--- src/rtl/ex_mem_latch.sv ---
// EX/MEM pipeline register: latches execute results and MEM/WB controls, resolves
// taken branches into a one-cycle pcSrc pulse and bubbles the wrong-path instruction.
module ex_mem_latch #(
    parameter int CNTW = 16
) (
    input  logic            clk,
    input  logic            reset,
    input  logic            stall,
    input  logic            flush,
    input  logic            validIn,
    input  logic [31:0]     outAlu,
    input  logic            zeroAlu,
    input  logic [31:0]     outAddEx,
    input  logic [31:0]     readRt,
    input  logic [4:0]      writeReg,
    input  logic            regWrite,
    input  logic            memToReg,
    input  logic            memRead,
    input  logic            memWrite,
    input  logic            branch,
    output logic [31:0]     aluResultM,
    output logic [31:0]     branchTargetM,
    output logic [31:0]     storeDataM,
    output logic [4:0]      writeRegM,
    output logic            regWriteM,
    output logic            memToRegM,
    output logic            memReadM,
    output logic            memWriteM,
    output logic            validM,
    output logic            pcSrc,
    output logic            squash,
    output logic [CNTW-1:0] takenCount,
    output logic [CNTW-1:0] bubbleCount
);

    typedef enum logic {RUN, KILL} state_t;

    state_t          state_q, state_d;
    logic [31:0]     alu_q, alu_d;
    logic [31:0]     target_q, target_d;
    logic [31:0]     store_q, store_d;
    logic [4:0]      wreg_q, wreg_d;
    logic            regwrite_q, regwrite_d;
    logic            memtoreg_q, memtoreg_d;
    logic            memread_q, memread_d;
    logic            memwrite_q, memwrite_d;
    logic            branch_q, branch_d;
    logic            zero_q, zero_d;
    logic            valid_q, valid_d;
    logic            redirect_done_q, redirect_done_d;
    logic [CNTW-1:0] taken_q, taken_d;
    logic [CNTW-1:0] bubble_q, bubble_d;
    logic            pc_src;

    function automatic logic [CNTW-1:0] sat_inc(input logic [CNTW-1:0] c);
        return (&c) ? c : c + {{(CNTW-1){1'b0}}, 1'b1};
    endfunction

    assign pc_src = valid_q & branch_q & zero_q & ~redirect_done_q;

    always_comb begin
        state_d         = state_q;
        alu_d           = alu_q;
        target_d        = target_q;
        store_d         = store_q;
        wreg_d          = wreg_q;
        regwrite_d      = regwrite_q;
        memtoreg_d      = memtoreg_q;
        memread_d       = memread_q;
        memwrite_d      = memwrite_q;
        branch_d        = branch_q;
        zero_d          = zero_q;
        valid_d         = valid_q;
        redirect_done_d = redirect_done_q;
        taken_d         = taken_q;
        bubble_d        = bubble_q;

        // A pending kill is either this cycle's redirect or one deferred by a stall.
        if (flush || (!stall && (pc_src || state_q == KILL))) begin
            valid_d         = 1'b0;
            regwrite_d      = 1'b0;
            memtoreg_d      = 1'b0;
            memread_d       = 1'b0;
            memwrite_d      = 1'b0;
            branch_d        = 1'b0;
            redirect_done_d = 1'b0;
            bubble_d        = sat_inc(bubble_q);
            state_d         = RUN;
        end else if (stall) begin
            if (pc_src) begin
                redirect_done_d = 1'b1;
                state_d         = KILL;
            end
        end else begin
            alu_d           = outAlu;
            target_d        = outAddEx;
            store_d         = readRt;
            wreg_d          = writeReg;
            zero_d          = zeroAlu;
            valid_d         = validIn;
            regwrite_d      = regWrite & validIn;
            memtoreg_d      = memToReg & validIn;
            memread_d       = memRead  & validIn;
            memwrite_d      = memWrite & validIn;
            branch_d        = branch   & validIn;
            redirect_done_d = 1'b0;
        end

        // Each redirect is counted once, on the edge that ends its pcSrc cycle.
        if (pc_src) begin
            taken_d = sat_inc(taken_q);
        end
    end

    always_ff @(posedge clk) begin
        if (reset) begin
            state_q         <= RUN;
            alu_q           <= '0;
            target_q        <= '0;
            store_q         <= '0;
            wreg_q          <= '0;
            regwrite_q      <= 1'b0;
            memtoreg_q      <= 1'b0;
            memread_q       <= 1'b0;
            memwrite_q      <= 1'b0;
            branch_q        <= 1'b0;
            zero_q          <= 1'b0;
            valid_q         <= 1'b0;
            redirect_done_q <= 1'b0;
            taken_q         <= '0;
            bubble_q        <= '0;
        end else begin
            state_q         <= state_d;
            alu_q           <= alu_d;
            target_q        <= target_d;
            store_q         <= store_d;
            wreg_q          <= wreg_d;
            regwrite_q      <= regwrite_d;
            memtoreg_q      <= memtoreg_d;
            memread_q       <= memread_d;
            memwrite_q      <= memwrite_d;
            branch_q        <= branch_d;
            zero_q          <= zero_d;
            valid_q         <= valid_d;
            redirect_done_q <= redirect_done_d;
            taken_q         <= taken_d;
            bubble_q        <= bubble_d;
        end
    end

    assign aluResultM    = alu_q;
    assign branchTargetM = target_q;
    assign storeDataM    = store_q;
    assign writeRegM     = wreg_q;
    assign regWriteM     = regwrite_q;
    assign memToRegM     = memtoreg_q;
    assign memReadM      = memread_q;
    assign memWriteM     = memwrite_q;
    assign validM        = valid_q;
    assign pcSrc         = pc_src;
    assign squash        = pc_src;
    assign takenCount    = taken_q;
    assign bubbleCount   = bubble_q;

endmodule
--- config.mk ---
export PLATFORM = sky130hd
export DESIGN_NAME = ex_mem_latch
export DESIGN_NICKNAME = d
export VERILOG_FILES = /design/src/rtl/ex_mem_latch.sv
export SDC_FILE = /design/constraint.sdc
export NUM_CORES = 1
export LEC_CHECK = 0
export BUFFER_PORTS_ARGS = -buffer_cell sky130_fd_sc_hd__clkbuf_2
export CAP_MARGIN = 20
export CORE_MARGIN = 5
export CORE_UTILIZATION = 40
export CTS_BUF_LIST = sky130_fd_sc_hd__clkbuf_16
export CTS_CLUSTER_SIZE = 30
export DETAILED_ROUTE_END_ITERATION = 16
export PLACE_DENSITY_LB_ADDON = 0.2
export SYNTH_ARGS = -nofsm -noshare
export SYNTH_HDL_FRONTEND = slang
export SYNTH_SLANG_ARGS = --single-unit
--- constraint.sdc ---
create_clock -name clk -period 1.8 [get_ports clk]
set_input_delay 0.18 -clock clk [delete_from_list [all_inputs] [get_ports clk]]
set_output_delay 0.18 -clock clk [all_outputs]
set_load 0.05 [all_outputs]
== After elaboration in Yosys (flattened, before gate mapping) ==
Cells that the tools add are included.
Storage, ports and cells
  register bits: 142
  bits in latches: 0
  RAM bits: 0
  memory bits (read-only): 0
  output and inout bits: 140
  logic and storage cells: 42
  memories: 0
Cells by class
  add/sub/neg operators: 2
  $mul: 0
  div/mod/pow operators: 0
  $lt $le $gt $ge: 0
  equality and inequality tests: 0
  shift operators: 0
  muxes and demuxes: 0
  bitwise logic cells: 13
  reductions and logical operators: 12
Operator list (number)
  $add 16x1->16 const B: 2
  $reduce_and 16->1: 2
  $and 1x1->1: 8
  $reduce_and 2->1: 4
  $not 1->1: 5
  $reduce_or 3->1: 1
  $logic_or 1x1->1: 2
  $reduce_or 2->1: 1
  $logic_and 1x1->1: 1
  $logic_not 1->1: 1

== Depth between registers and ports, before layout ==
Gate-level depths: netlist of run 1.
  depth after elaboration: 8
  mapped depth: 8
  depth with buffers taken out: 5

== Worst setup path after synthesis of run 1 ==
No wires, ideal clock.
  path kind: register to register
  from: reg valid_q (netlist: validM)
  to: reg taken_q[8] (netlist: takenCount[8])
  library setup time: 0.121 ns
  arrival time: 2.471 ns
  data required time: 1.679 ns
  setup slack: -0.791 ns
  stages on the path, launching flop included: 7
  path buffers: 2
  clock period less this slack: 2.591 ns
  path through: dfxtp_1 > and4b_1 > buf_2 > clkbuf_1 > o311ai_0 > nor3_1 > mux2_2
Between the ends
  longest elaborated chain between the ends: 4
RTL lines
  from (decl): RTL line 49  | logic valid_q, valid_d;
  from (signal assigned): RTL line 144  | valid_q <= valid_d;
  $and 1x1->1 (3 in series): RTL line 59  | assign pc_src = valid_q & branch_q & zero_q & ~redirect_done_q;
  via pcSrc: RTL line 30  | output logic pcSrc,
  $reduce_and 2->1 (no line)
  to (signal assigned): RTL line 146  | taken_q <= taken_d;
  to (decl): RTL line 51  | logic [CNTW-1:0] taken_q, taken_d;
The timed path passes the listed nets, and every way through them passes these cells.
A chain may end at the register's enable or synchronous reset.

== Final worst setup path of run 1 ==
  from: reg bubble_q[0] (netlist: bubbleCount[0])
  to: reg bubble_q[2] (netlist: bubbleCount[2])
Between the ends
  longest elaborated chain between the ends: 3
  elaborated cells on any way between the ends: 4
RTL lines
  from (decl): RTL line 52  | logic [CNTW-1:0] bubble_q, bubble_d;
  from (signal assigned): RTL line 147  | bubble_q <= bubble_d;
  parallel branches: the longest is 3 deep, another holds $add 16x1->16
Parallel ways; which one is timed is not known.

==> impl_metrics.json, run 1 <==
{
  "status": "finished clean",
  "grt_max_degree": 69,
  "fin_cells": 1217,
  "crit_required_ps": 2140,
  "final_cell_mix": "clkbuf_2 (250), nand2_1 (211), a21oi_1 (118), dfxtp_1 (110), dlygate4sd3_1 (98)",
  "antenna_left": 0,
  "dpl_cell_area_sq_um": 7150,
  "die_x_um": 127,
  "layout-drive-gt1-share_pct": 36.3,
  "synthCells": 672,
  "cp-startpoint": "bubbleCount[0]$_SDFFE_PP0P_",
  "htreeDepth": 4,
  "tns_ps": 0,
  "grt_overflow": 0,
  "drc": 0,
  "place.port_buffers": 251,
  "fin_worst_skew_ps": 8.52,
  "min_period_over_period_pct": 97.6,
  "syn_avg_cell_area_sq_um": 8.17,
  "drt-pass1-iter-count": 5,
  "grt_pass1_vias": 5779,
  "cap_violations": 0,
  "numPlacedInstances": 1079,
  "r2r-start": "bubbleCount[0]$_SDFFE_PP0P_",
  "drt-initial-drc-count": 397,
  "cp_max_fo": 8,
  "hp-class": "in2reg",
  "syn_area_sq_um": 5490,
  "crit_type": "reg2reg",
  "layout.nets": 1141,
  "totalWireLength_mm": 18.4,
  "clockBufferDepth": 2,
  "worstPathArrival_ps": 2100,
  "cts-buffers-inserted": 17,
  "cts.clk_slew.worst_paths_ps": 60,
  "whs_ps": 18.3,
  "dieArea_sq_um": 16200,
  "cp-start-kind": "flip-flop",
  "slowest_delay_ps": 400,
  "grt_use_total_pct": 21.5,
  "yosysWarnings": 0,
  "yosysSeqAreaShare_pct": 51.8,
  "path_buf_inv": 2,
  "hpwl_mm": 11.7,
  "grt_first_pass_wirelength_mm": 28.3,
  "final_area_sq_um": 8840,
  "maxSlewViolCount": 0,
  "power_density_nw_per_um2": 888,
  "synth_edf_count": 0,
  "p_leak_nw": 3.89,
  "rsz0062_at_grt": "true",
  "end_kind": "flip-flop",
  "wl_per_cell_um": 15.1,
  "clockRootBuffer": "clkbuf_16",
  "io_pins": 252,
  "core-area_sq_um": 13300,
  "timing.slew.headroom_pct": 63.2,
  "syn-num-nets": 786,
  "slowest_stage": "or4_1",
  "ys_ff_latch": 142,
  "cpLargestDelayFamily": "simple AND/OR/NAND/NOR gates",
  "gp_congestion": 0.813,
  "ir_drop_v": 0.000740,
  "cts.sinks": 142,
  "worstMarginPinSlew_ps": 546,
  "vias": 6032,
  "area_delta_synth_final_pct": 61.1,
  "fin_util_pct": 66.2,
  "start_util_pct": 41.1,
  "cp_cell_sequence": "ha_1, nand4_1, nor4b_4, buf_4, buf_4, or4_1, a21oi_1",
  "hold_path_startpoint": "outAddEx[15]",
  "vias_per_cell": 4.96,
  "async_flop_share_pct": 0,
  "clk_latency_ps": 410,
  "die_y_um": 127,
  "min_period_ps": 1760,
  "synth_ff_type": "dfxtp_1",
  "layout_commonest_cell": "clkbuf_2",
  "hold_viol": 0,
  "cts_tree": "built",
  "final-setup-viol-count": 0,
  "post_synth_num_cell_types": 41,
  "num_rows": 42,
  "max_freq_mhz": 569,
  "cp_common_cell": "buf_4",
  "antenna_found_initial": 0
}
[final timing paths]
| check | slack, ps | end | depth (start not counted) |
|---|---|---|---|
| max | 40 | bubbleCount[2]$_SDFFE_PP0P_ | 7 |
| min | 20 | branchTargetM[15]$_SDFFE_PP0P_ | 3 |
| max reg2reg | 40 | bubbleCount[2]$_SDFFE_PP0P_ | 7 |
| min reg2reg | 450 | storeDataM[13]$_SDFFE_PP0P_ | 2 |
[Yosys cell counts (3+ instances only)]
cell type / n / area (sq um)
or4_1: 13 / 97.6
nor2_1: 19 / 71.3
and3_1: 3 / 18.8
inv_1: 6 / 22.5
nor4_1: 7 / 43.8
buf_2: 17 / 85.1
a22o_1: 5 / 43.8
or3_1: 5 / 31.3
and4_1: 4 / 35.0
nand4_1: 8 / 50.1
a21oi_1: 121 / 606
nand3_1: 10 / 50.1
nor2b_1: 13 / 81.3
dfxtp_1: 142 / 2840
nand2_1: 212 / 796
nand2b_1: 3 / 18.8
o31ai_1: 11 / 82.6
mux2_2: 13 / 146
o21ai_0: 5 / 25.0
nor3_1: 3 / 15.0
clkbuf_1: 28 / 105
[sequential cells by signal, indices dropped and copies added (netlist names), 5 cells and up]
name           flops
bubbleCount       16
takenCount        16
branchTargetM     32
writeRegM          5
storeDataM        32
aluResultM        32
[what timing repair did]
item,in CTS,in global routing
hold buffers,98,0
setup endpoints to repair,0,42
gates resized for setup,0,19
buffers inserted,0,5
hold endpoints to repair,98,0
[through the flow]
| stage | total power, mW | setup WS [ps] |
|---|---|---|
| after floorplan | 3.98 | -44.4 |
| after detailed placement | 4.31 | 20.9 |
| after global placement | 4.31 | 63.8 |
| after CTS | 7.88 | 5.68 |
| after global routing | 8.15 | -60.9 |
| final | 7.85 | 43.6 |
[power breakdown]
part / switching, mW / total, mW / leakage (nW) / internal [mW]
Combinational: 0.735 / 1.15 / 2.42 / 0.412
Clock: 1.31 / 3.41 / 0.296 / 2.09
Sequential: 0.0576 / 3.30 / 1.18 / 3.24
[per-layer routing]
| layer | part of all wire, % | track usage (%) | vias to the layer above |
|---|---|---|---|
| met2 | 48 | 36.5 | 245 |
| li1 | - | - | 3011 |
| met4 | 3.1 | 8.58 | 0 |
| met5 | 0 | 0 | - |
| met1 | 40 | 24.6 | 2733 |
| met3 | 8.0 | 7.89 | 43 |
[cell families (layout without fill, tap and decap cells)]
kind of cell / Yosys count / count (layout) / share of synthesized area [%]
flip-flops: 142 / 142 / 51.8
adder cells (fa/ha/maj): 2 / 2 / 0.456
multiplexers: 14 / 14 / 2.85
buffers and inverters: 52 / 420 / 4.01
AO/OA/AOI/OAI: 154 / 154 / 15.6
other: 0 / 1 / 0
AND/OR/NAND/NOR: 308 / 308 / 25.3
[cell type report]
cell class / count / area [sq um]
fill: 1083 / 4510
sequential: 142 / 2910
clock buffer: 18 / 450
clock inverter: 14 / 124
antenna: 1 / 2.50
timing repair buffer: 382 / 2570
inverter: 6 / 22.5
tap: 176 / 220
multi-input combinational: 478 / 2540
[tightest hold or removal path, delay by kind of cell]
family,cells,cell delay (ps)
AOI/OAI and AO/OA,1,50
buffers and inverters,1,90
and+or+nand+nor,1,50
(Power assumes the default switching activity.)
==> run 2, diff against run 1 <==
- CORE_MARGIN: 5 -> 2
- SETUP_SLACK_MARGIN: default -> 0.1
==> impl_metrics.json, run 2 (synthesis results as in run 1) <==
{
  "power_density_nw_per_um2": 891,
  "vias_per_cell": 4.99,
  "grt_overflow": 0,
  "rsz0062_at_grt": "true",
  "multiInputGateArea_sq_um": 2620,
  "whs_ps": 14.4,
  "total_power_mw": 7.95,
  "gp_congestion": 0.806,
  "wl_per_cell_um": 14.7,
  "area_delta_synth_final_pct": 62.6,
  "worstPathArrival_ps": 2030,
  "layout.nets": 1132,
  "seqCellArea_sq_um": 2920,
  "antenna_left": 0,
  "cp-start-kind": "flip-flop",
  "grt_pass1_vias": 5516,
  "hpwl_mm": 10.7,
  "fin_worst_skew_ps": 6.96,
  "p_leak_nw": 3.85,
  "clk_latency_ps": 410,
  "clockBufferDepth": 2,
  "hp-class": "in2reg",
  "final-setup-viol-count": 0,
  "drt-initial-drc-count": 378,
  "status": "finished clean",
  "crit_required_ps": 2090,
  "layout_setup_ws_ps": 66.3,
  "cp_max_fo": 7,
  "worstMarginPinSlew_ps": 518,
  "dpl_worst_slack_ps": 27.5,
  "clockRootBuffer": "clkbuf_16",
  "die_x_um": 121,
  "timing.slew.headroom_pct": 65.1,
  "min_period_ps": 1730,
  "fill_cells": 1107,
  "layout-drive-gt1-share_pct": 37.1,
  "min_period_over_period_pct": 96.3,
  "htreeDepth": 4,
  "num_rows": 42,
  "dieArea_sq_um": 14700,
  "hold_viol": 0,
  "io_pins": 252,
  "cts-buffers-inserted": 17,
  "crit_type": "reg2reg",
  "max_freq_mhz": 577,
  "antenna_found_initial": 0,
  "core-area_sq_um": 13300,
  "die_y_um": 121,
  "cap_violations": 0,
  "totalWireLength_mm": 17.8,
  "reg2regPathDepth": 6,
  "ir_drop_v": 0.000469,
  "final_cell_mix": "clkbuf_2 (248), nand2_1 (211), a21oi_1 (120), dfxtp_1 (109), dlygate4sd3_1 (93)",
  "grt_max_degree": 65,
  "maxSlewViolCount": 0,
  "cts.sinks": 142,
  "grt_first_pass_wirelength_mm": 26.6,
  "place.port_buffers": 251,
  "cts.clk_slew.worst_paths_ps": 60,
  "layout_commonest_cell": "clkbuf_2",
  "drc": 0,
  "hold_path_depth": 3,
  "cts_tree": "built",
  "grt_use_total_pct": 22.4,
  "drt-pass1-iter-count": 6,
  "end_kind": "flip-flop",
  "vias": 6027,
  "start_util_pct": 41.3
}
## run 2: changes by cell type in the layout (fill, tap and decap cells not counted), moves of 3 or more
cell | previous run | this run
buf_4 | 25 | 18
buf_6 | 2 | 5
clkinv_2 | 5 | 2
dlygate4sd3_1 | 98 | 93
nor4_1 | 3 | 0
nor4_2 | 3 | 6
## run 2: metal layers
metal	up-vias	global-route usage, %	wire length [um]
li1	2995	-	-
met1	2767	26.8	7290
met2	222	37.6	8710
met3	43	5.40	1170
met4	0	11.2	622
met5	-	0	0
## run 2: through the flow
stage | area, sq um | TNS [ps] | instances | utilization, %
after global routing | 8920 | -69.5 | 1207 | 67.1
after floorplan | 5710 | -51.8 | 672 | -
after detailed placement | 7100 | 0 | 1071 | 53.4
after global placement | 7100 | 0 | 1071 | 53.4
after CTS | 8670 | 0 | 1196 | 65.2
final | 8920 | 0 | 1208 | 67.1
## run 2: cell type report
class                   instances  share of cell area [%]
multi-input cells             479                    29.4
flip-flops and latches        142                    32.7
clock inverters                14                    1.64
diodes                          1                  0.0280
well taps                     176                    2.47
repair buffers                372                    28.5
inverters                       6                   0.252
clock buffers                  18                    5.05
## run 2: power by group
| group | internal [mW] | switching [mW] |
|---|---|---|
| Combinational | 0.410 | 0.732 |
| Clock | 2.23 | 1.28 |
| Sequential | 3.24 | 0.0570 |
| Total | 5.88 | 2.07 |
## run 2: worst max-delay path, stage by stage, from the launching register on
cell	delay [ps]
dfxtp_1	310
and4b_4	420
buf_6	150
buf_4	120
nand4_1	90
a21oi_1	180
mux2_2	350
## run 2: path summary, 6_finish.rpt
path	endpoint	startpoint	slack, ps
setup / recovery	takenCount[4]$_SDFFE_PP0P_	redirect_done_q$_SDFFE_PP0P_	70
hold / removal	branchTargetM[2]$_SDFFE_PP0P_	outAddEx[2]	10
setup reg to reg	takenCount[4]$_SDFFE_PP0P_	redirect_done_q$_SDFFE_PP0P_	70
hold reg to reg	aluResultM[29]$_SDFFE_PP0P_	aluResultM[29]$_SDFFE_PP0P_	450
## run 2: repair_timing
| action | in CTS | in global routing |
|---|---|---|
| hold buffers | 93 | 0 |
| buffers inserted | 0 | 8 |
| gates cloned | 0 | 3 |
| endpoints found under the hold margin | 93 | 0 |
| pin swaps | 7 | 16 |
| resized for setup | 10 | 31 |
| endpoints found under the setup margin | 123 | 135 |
